$ cat src/rtl/buffer_dma_engine.sv
// Descriptor-driven DMA engine: in-order word reads from external memory into a credit-limited
// FIFO, drained into the buffer-map write port. Define GARUDA_DMA_ABORT_EN to add abort_i/DRAIN.
module buffer_dma_engine #(
  parameter int DATA_WIDTH = 32,
  parameter int ADDR_WIDTH = 32,
  parameter int LEN_WIDTH  = 16,
  parameter int FIFO_DEPTH = 8
) (
  input  logic                  clk_i,
  input  logic                  rst_ni,
  input  logic                  desc_valid_i,
  output logic                  desc_ready_o,
  input  logic [ADDR_WIDTH-1:0] desc_src_addr_i,
  input  logic [ADDR_WIDTH-1:0] desc_dst_addr_i,
  input  logic [LEN_WIDTH-1:0]  desc_len_i,
  output logic                  mem_req_valid_o,
  input  logic                  mem_req_ready_i,
  output logic [ADDR_WIDTH-1:0] mem_req_addr_o,
  input  logic                  mem_rsp_valid_i,
  input  logic [DATA_WIDTH-1:0] mem_rsp_data_i,
  output logic                  dma_wr_valid_o,
  output logic [ADDR_WIDTH-1:0] dma_wr_addr_o,
  output logic [DATA_WIDTH-1:0] dma_wr_data_o,
  input  logic                  dma_wr_ready_i,
`ifdef GARUDA_DMA_ABORT_EN
  input  logic                  abort_i,
`endif
  output logic                  busy_o,
  output logic                  done_o,
  output logic                  err_o
);

  localparam int PW    = $clog2(FIFO_DEPTH);
  localparam int CW    = PW + 1;
  localparam int BYTES = DATA_WIDTH / 8;
  localparam logic [ADDR_WIDTH:0] WGT_END  = (ADDR_WIDTH+1)'(32'h0001_FFFF);
  localparam logic [ADDR_WIDTH:0] PING_END = (ADDR_WIDTH+1)'(32'h0002_FFFF);
  localparam logic [ADDR_WIDTH:0] PONG_END = (ADDR_WIDTH+1)'(32'h0003_FFFF);
  localparam logic [ADDR_WIDTH:0] ACC_END  = (ADDR_WIDTH+1)'(32'h0004_7FFF);
  localparam logic [2:0]          NO_REGION = 3'd7;

`ifdef GARUDA_DMA_ABORT_EN
  typedef enum logic [1:0] {S_IDLE = 2'd0, S_RUN = 2'd1, S_DRAIN = 2'd2, S_DONE = 2'd3} state_t;
`else
  typedef enum logic [1:0] {S_IDLE = 2'd0, S_RUN = 2'd1, S_DONE = 2'd3} state_t;
`endif

  state_t                r_state, w_state_next;
  logic [ADDR_WIDTH-1:0] r_src, r_dst;
  logic [LEN_WIDTH-1:0]  r_len, r_req_cnt, r_wr_cnt;
  logic [CW-1:0]         r_inflight, r_count;
  logic [PW-1:0]         r_wr_ptr, r_rd_ptr;
  logic                  r_err;
  logic [DATA_WIDTH-1:0] r_fifo_mem [FIFO_DEPTH];

  logic [ADDR_WIDTH:0]   w_dst_start, w_dst_end;
  logic                  w_desc_ok, w_desc_fire, w_req_fire, w_wr_fire, w_last_wr;
  logic                  w_rsp_ok, w_push, w_flush, w_set_err;

  // Regions are contiguous, so both span endpoints in the same region means the whole span is.
  function automatic logic [2:0] region_of(input logic [ADDR_WIDTH:0] a);
    if (a <= WGT_END)       region_of = 3'd0;
    else if (a <= PING_END) region_of = 3'd1;
    else if (a <= PONG_END) region_of = 3'd2;
    else if (a <= ACC_END)  region_of = 3'd3;
    else                    region_of = NO_REGION;
  endfunction

  assign w_dst_start = {1'b0, desc_dst_addr_i};
  assign w_dst_end   = w_dst_start + (ADDR_WIDTH+1)'(desc_len_i) - (ADDR_WIDTH+1)'(1);
  assign w_desc_ok   = (desc_len_i != '0) && (region_of(w_dst_start) != NO_REGION) &&
                       (region_of(w_dst_start) == region_of(w_dst_end));

  assign desc_ready_o    = (r_state == S_IDLE);
  assign w_desc_fire     = desc_valid_i && desc_ready_o;
  assign mem_req_valid_o = (r_state == S_RUN) && (r_req_cnt < r_len) &&
                           (({1'b0, r_inflight} + {1'b0, r_count}) < (CW+1)'(FIFO_DEPTH));
  assign mem_req_addr_o  = mem_req_valid_o ?
                           r_src + ADDR_WIDTH'(r_req_cnt) * ADDR_WIDTH'(BYTES) : '0;
  assign w_req_fire      = mem_req_valid_o && mem_req_ready_i;

  // Responses with nothing outstanding are protocol violations and are dropped.
  assign w_rsp_ok        = mem_rsp_valid_i && (r_inflight != '0);
  assign w_push          = w_rsp_ok && (r_state == S_RUN) && !w_flush;

  assign dma_wr_valid_o  = (r_state == S_RUN) && (r_count != '0);
  assign dma_wr_addr_o   = dma_wr_valid_o ? r_dst + ADDR_WIDTH'(r_wr_cnt) : '0;
  assign dma_wr_data_o   = dma_wr_valid_o ? r_fifo_mem[r_rd_ptr] : '0;
  assign w_wr_fire       = dma_wr_valid_o && dma_wr_ready_i;
  assign w_last_wr       = (r_wr_cnt + LEN_WIDTH'(1)) == r_len;

  assign busy_o = (r_state != S_IDLE);
  assign done_o = (r_state == S_DONE);
  assign err_o  = r_err;

  always_comb begin
    w_state_next = r_state;
    w_flush      = 1'b0;
    w_set_err    = 1'b0;
    case (r_state)
      S_IDLE: if (desc_valid_i) w_state_next = w_desc_ok ? S_RUN : S_DONE;
      S_RUN: begin
`ifdef GARUDA_DMA_ABORT_EN
        if (abort_i) begin
          w_state_next = S_DRAIN;
          w_flush      = 1'b1;
        end else
`endif
        if (w_wr_fire && w_last_wr) w_state_next = S_DONE;
      end
`ifdef GARUDA_DMA_ABORT_EN
      S_DRAIN: begin
        w_flush = 1'b1;
        if (r_inflight == '0) begin
          w_state_next = S_DONE;
          w_set_err    = 1'b1;
        end
      end
`endif
      S_DONE:  w_state_next = S_IDLE;
      default: w_state_next = S_IDLE;
    endcase
  end

  always_ff @(posedge clk_i or negedge rst_ni) begin
    if (!rst_ni) begin
      r_state    <= S_IDLE;
      r_src      <= '0;
      r_dst      <= '0;
      r_len      <= '0;
      r_req_cnt  <= '0;
      r_wr_cnt   <= '0;
      r_inflight <= '0;
      r_count    <= '0;
      r_wr_ptr   <= '0;
      r_rd_ptr   <= '0;
      r_err      <= 1'b0;
    end else begin
      r_state <= w_state_next;
      if (w_desc_fire) begin
        r_src     <= desc_src_addr_i;
        r_dst     <= desc_dst_addr_i;
        r_len     <= desc_len_i;
        r_req_cnt <= '0;
        r_wr_cnt  <= '0;
        r_err     <= !w_desc_ok;
      end else begin
        if (w_req_fire) r_req_cnt <= r_req_cnt + LEN_WIDTH'(1);
        if (w_wr_fire)  r_wr_cnt  <= r_wr_cnt + LEN_WIDTH'(1);
        if (w_set_err)  r_err     <= 1'b1;
      end
      case ({w_req_fire, w_rsp_ok})
        2'b10:   r_inflight <= r_inflight + CW'(1);
        2'b01:   r_inflight <= r_inflight - CW'(1);
        default: r_inflight <= r_inflight;
      endcase
      if (w_flush) begin
        r_wr_ptr <= '0;
        r_rd_ptr <= '0;
        r_count  <= '0;
      end else begin
        if (w_push)    r_wr_ptr <= r_wr_ptr + PW'(1);
        if (w_wr_fire) r_rd_ptr <= r_rd_ptr + PW'(1);
        case ({w_push, w_wr_fire})
          2'b10:   r_count <= r_count + CW'(1);
          2'b01:   r_count <= r_count - CW'(1);
          default: r_count <= r_count;
        endcase
      end
    end
  end

  // Storage is left unreset; the head is masked to zero whenever the FIFO is empty.
  always_ff @(posedge clk_i) begin
    if (w_push) r_fifo_mem[r_wr_ptr] <= mem_rsp_data_i;
  end

endmodule

$ cat config.mk
export PLATFORM = sky130hd
export DESIGN_NAME = buffer_dma_engine
export DESIGN_NICKNAME = d
export VERILOG_FILES = /design/src/rtl/buffer_dma_engine.sv
export SDC_FILE = /design/constraint.sdc
export NUM_CORES = 1
export LEC_CHECK = 0
export CAP_MARGIN = 15
export CORE_ASPECT_RATIO = 1.4
export CORE_MARGIN = 5
export CORE_UTILIZATION = 35
export CTS_BUF_LIST = sky130_fd_sc_hd__clkbuf_8
export CTS_CLUSTER_DIAMETER = 200
export CTS_CLUSTER_SIZE = 8
export DETAILED_ROUTE_END_ITERATION = 6
export PLACE_DENSITY_LB_ADDON = 0.05
export REMOVE_ABC_BUFFERS = 1
export SLEW_MARGIN = 20
export SYNTH_ARGS = -nofsm -noshare
export SYNTH_HDL_FRONTEND = slang
export SYNTH_SLANG_ARGS = --single-unit
$ cat constraint.sdc
create_clock -name clk_i -period 5.3 [get_ports clk_i]
set_clock_uncertainty 0.1 [all_clocks]
set_input_delay 0.53 -clock clk_i [delete_from_list [all_inputs] [get_ports clk_i]]
set_output_delay 0.53 -clock clk_i [all_outputs]
set_load 0.02 [all_outputs]
==> qor.yml <==
run_status:
  status: "completed"
finish:
  instances_no_fill: 2832
  multi_input_area_sq_mm: 0.00925
  seqCellArea_sq_mm: 0.0109
  drive_gt1_frac: 0.0916
  fill_cells: 5714
  area_delta_synth_final_pct: 19.5
  final_nets: 2293
  fin_util: 0.419
power:
  power.leakage_nw: 10.1
  power.switching_mw: 3.55
  pwr-share-clk: 0.213
  pwr-share-comb: 0.384
  power_mw: 9.80
  p_seq_frac: 0.403
  ir_worst_vdd_uv: 303
  p_int_mw: 6.25
  power_density_mw_per_mm2: 393
  switching_share: 0.362
global_routing:
  use_met1: 0.229
  grt_pass1_vias: 15600
  gr-total-overflow: 0
  grt.busiest_layer: "met2"
  grt_pass1_wl_microns: 94100
  track_usage: 0.187
  grt_use_met2: 0.341
  use_met3: 0.0294
  antenna_found_initial: 3
  grt_max_degree: 79
synthesis:
  synth_area_leaders: "edfxtp_1 (37%), dfrtp_1 (15%), ha_1 (7.2%)"
  synth_cell_type_count: 82
  synth_edf_count: 256
  yosys.area.top_type: "edfxtp_1"
  synthArstFlopShare: 0.335
  synth.avg_cell_area_sq_um: 11.5
  yosys_warnings: 0
  yosys_most_used_dff: "edfxtp_1"
  yosysSeqAreaShare: 0.524
  yosys.area.top_type_share: 0.369
  ys_seq_elements: 385
  synthCells: 1815
  synth_common_cells: "edfxtp_1 (256), nand2_1 (218), inv_1 (136), dfrtp_1 (129), nor2_1 (129)"
  synth.most_common_cell: "edfxtp_1"
  synth.cell_area_sq_mm: 0.0208
setup_path:
  critPathArrivalTime_ns: 4.34
  startpoint_type: "flip-flop"
  path_class: "reg -> out"
  rrSetupSlack_ns: 1.83
  worstPathMaxFanout: 10
  worstSetupEndpointType: "output pin"
  critPathMaxStageDelay_ns: 0.66
  cp_cell_sequence: "ha_1 -> a2111o_1 -> a2bb2oi_1 -> a41o_1 -> a211o_1 -> a31oi_2 -> nor3b_1 -> xnor2_1 -> nor2_1 -> clkdlybuf4s50_1"
  critPathTopFamily: "compound AO/OA/AOI/OAI gates"
  crit_buf_inv: 1
  cp_slowest_cell: "clkdlybuf4s50_1"
  crit_required_ns: 4.67
placed_design:
  dp_hpwl_microns: 42800
  placed_cells: 2748
  gp_congestion: 0.896
  port-buffer-count: 219
floorplan:
  die_h_microns: 299
  die-width_microns: 216
  num_io_pins: 220
  die-area_sq_mm: 0.0646
  start_util: 0.351
  core_sq_mm: 0.0594
  rows: 106
clock_tree:
  cts_sinks: 385
  worstSkewPairLatency_ns: 0.65
  htreeDepth: 2
  clockBufferDepth: 3
  cts_root_buffer: "clkbuf_8"
  clkTransAtPathRegs_ns: 0.08
  cts_made_buffers: 54
  cts_tree: "built"
sta:
  grt_setup_unrepaired: "false"
  period_share: 0.938
  max_clock_freq_mhz: 201
  fin_crit_ns: 4.97
  hold_viol_final: 0
  slew_violations: 0
  max-slew-margin-rel: 0.305
  setup_tns_ns: 0
  setup_viol: 0
  worst_pin_slew_ns: 1.04
drt:
  wl_per_cell_microns: 21.7
  drc: 0
  drtPass1Iterations: 5
  drt-vias-per-instance: 5.31
  routed_wl_microns: 61600
  initialDrtViolationCount: 832
  vias: 15000
  ant_nets: 0
min_path:
  hp-class: "in -> async"
flow_run:
  maxCapViolations: 0
[sequential cells by signal, summed over array words and instances (netlist names)]
signal,count
r_len,16
r_wr_cnt,16
r_wr_ptr,3
r_rd_ptr,3
r_req_cnt,16
err_o,1
r_inflight,4
r_fifo_mem,256
r_src,32
r_count,4
r_dst,32
r_state,2
[cell families (layout without fill, tap and decap cells)]
logic type | Yosys count | after routing | share of synthesized area
AND/OR/NAND/NOR | 564 | 564 | 0.127
flip-flops | 385 | 385 | 0.524
AO/OA/AOI/OAI | 341 | 341 | 0.107
buffers and inverters | 202 | 462 | 0.0370
adder cells (fa/ha/maj) | 125 | 125 | 0.0768
multiplexers | 106 | 106 | 0.0894
XOR/XNOR | 92 | 92 | 0.0386
other | 0 | 1 | 0
[area by class of cell]
type / instances / share of cell area
clock buffers: 54 / 0.0298
repair buffers: 243 / 0.0964
clock inverters: 27 / 0.00547
diodes: 1 / 0.000100
flip-flops and latches: 385 / 0.438
multi-input cells: 1228 / 0.371
well taps: 756 / 0.0380
inverters: 138 / 0.0208
[metrics by stage]
| step | instance area, sq um | hold WS, ns | setup slack [ns] |
|---|---|---|---|
| final | 24900 | 0.244 | 0.328 |
| after detailed placement | 24000 | 0.343 | 0.882 |
| after global routing | 24900 | 0.233 | 0.0486 |
| after global placement | 24000 | 0.337 | 0.938 |
| after floorplan | 20600 | 0.134 | 0.437 |
| after CTS | 24900 | 0.185 | 0.158 |
[path summary, 6_finish.rpt]
kind,start,end,depth (start not counted)
setup / recovery,r_wr_cnt[8],dma_wr_addr_o[29],10
min in group clk_i,desc_src_addr_i[2],r_src[2],3
hold / removal,rst_ni,r_dst[10],2
hold reg to reg,r_src[1],r_src[1],2
setup reg to reg,r_len[1],r_inflight[3],15
max in group asynchronous,rst_ni,r_src[21],3
[metal layers]
layer / up-vias / wire length, microns
li1: 7082 / -
met1: 7479 / 25500
met2: 354 / 31700
met3: 105 / 2540
met4: 4 / 1870
met5: - / 25
[timing repair]
action / 4_1_cts / 5_1_grt
hold buffers: 1 / 0
buffers inserted: 0 / 1
setup endpoints to repair: 0 / 7
resized for setup: 0 / 2
hold endpoints to repair: 27 / 0
[cell usage in the layout (no fill, tap or decap), types with 12 or more instances in the layout]
cell,netlist,final
edfxtp_1,256,256
clkdlybuf4s50_1,0,218
nand2_1,218,217
inv_1,136,159
nor2_1,129,128
dfrtp_1,129,126
ha_1,120,120
o21ai_0,112,112
a21oi_1,69,69
mux4_2,64,64
xnor2_1,55,55
clkbuf_8,0,54
nand3_1,41,41
mux2i_1,40,40
xor2_1,37,37
a21o_1,27,27
nand4_1,22,22
nor3_1,24,21
and2_1,22,21
buf_4,0,21
and3_1,19,19
a31oi_1,16,16
o31ai_1,15,15
nand2b_1,13,12
o211ai_1,12,12
nor4_1,15,12
[power groups by stage]
stage / sequential [mW] / clock (mW) / combinational (mW)
after floorplan: 4.03 / 0 / 2.23
after detailed placement: 4.02 / 0 / 3.84
after global routing: 4.00 / 2.33 / 4.11
after global placement: 4.01 / 0 / 3.84
final: 3.95 / 2.09 / 3.76
after CTS: 3.96 / 2.21 / 3.86
Note: power is estimated with default switching activity, not from simulation.
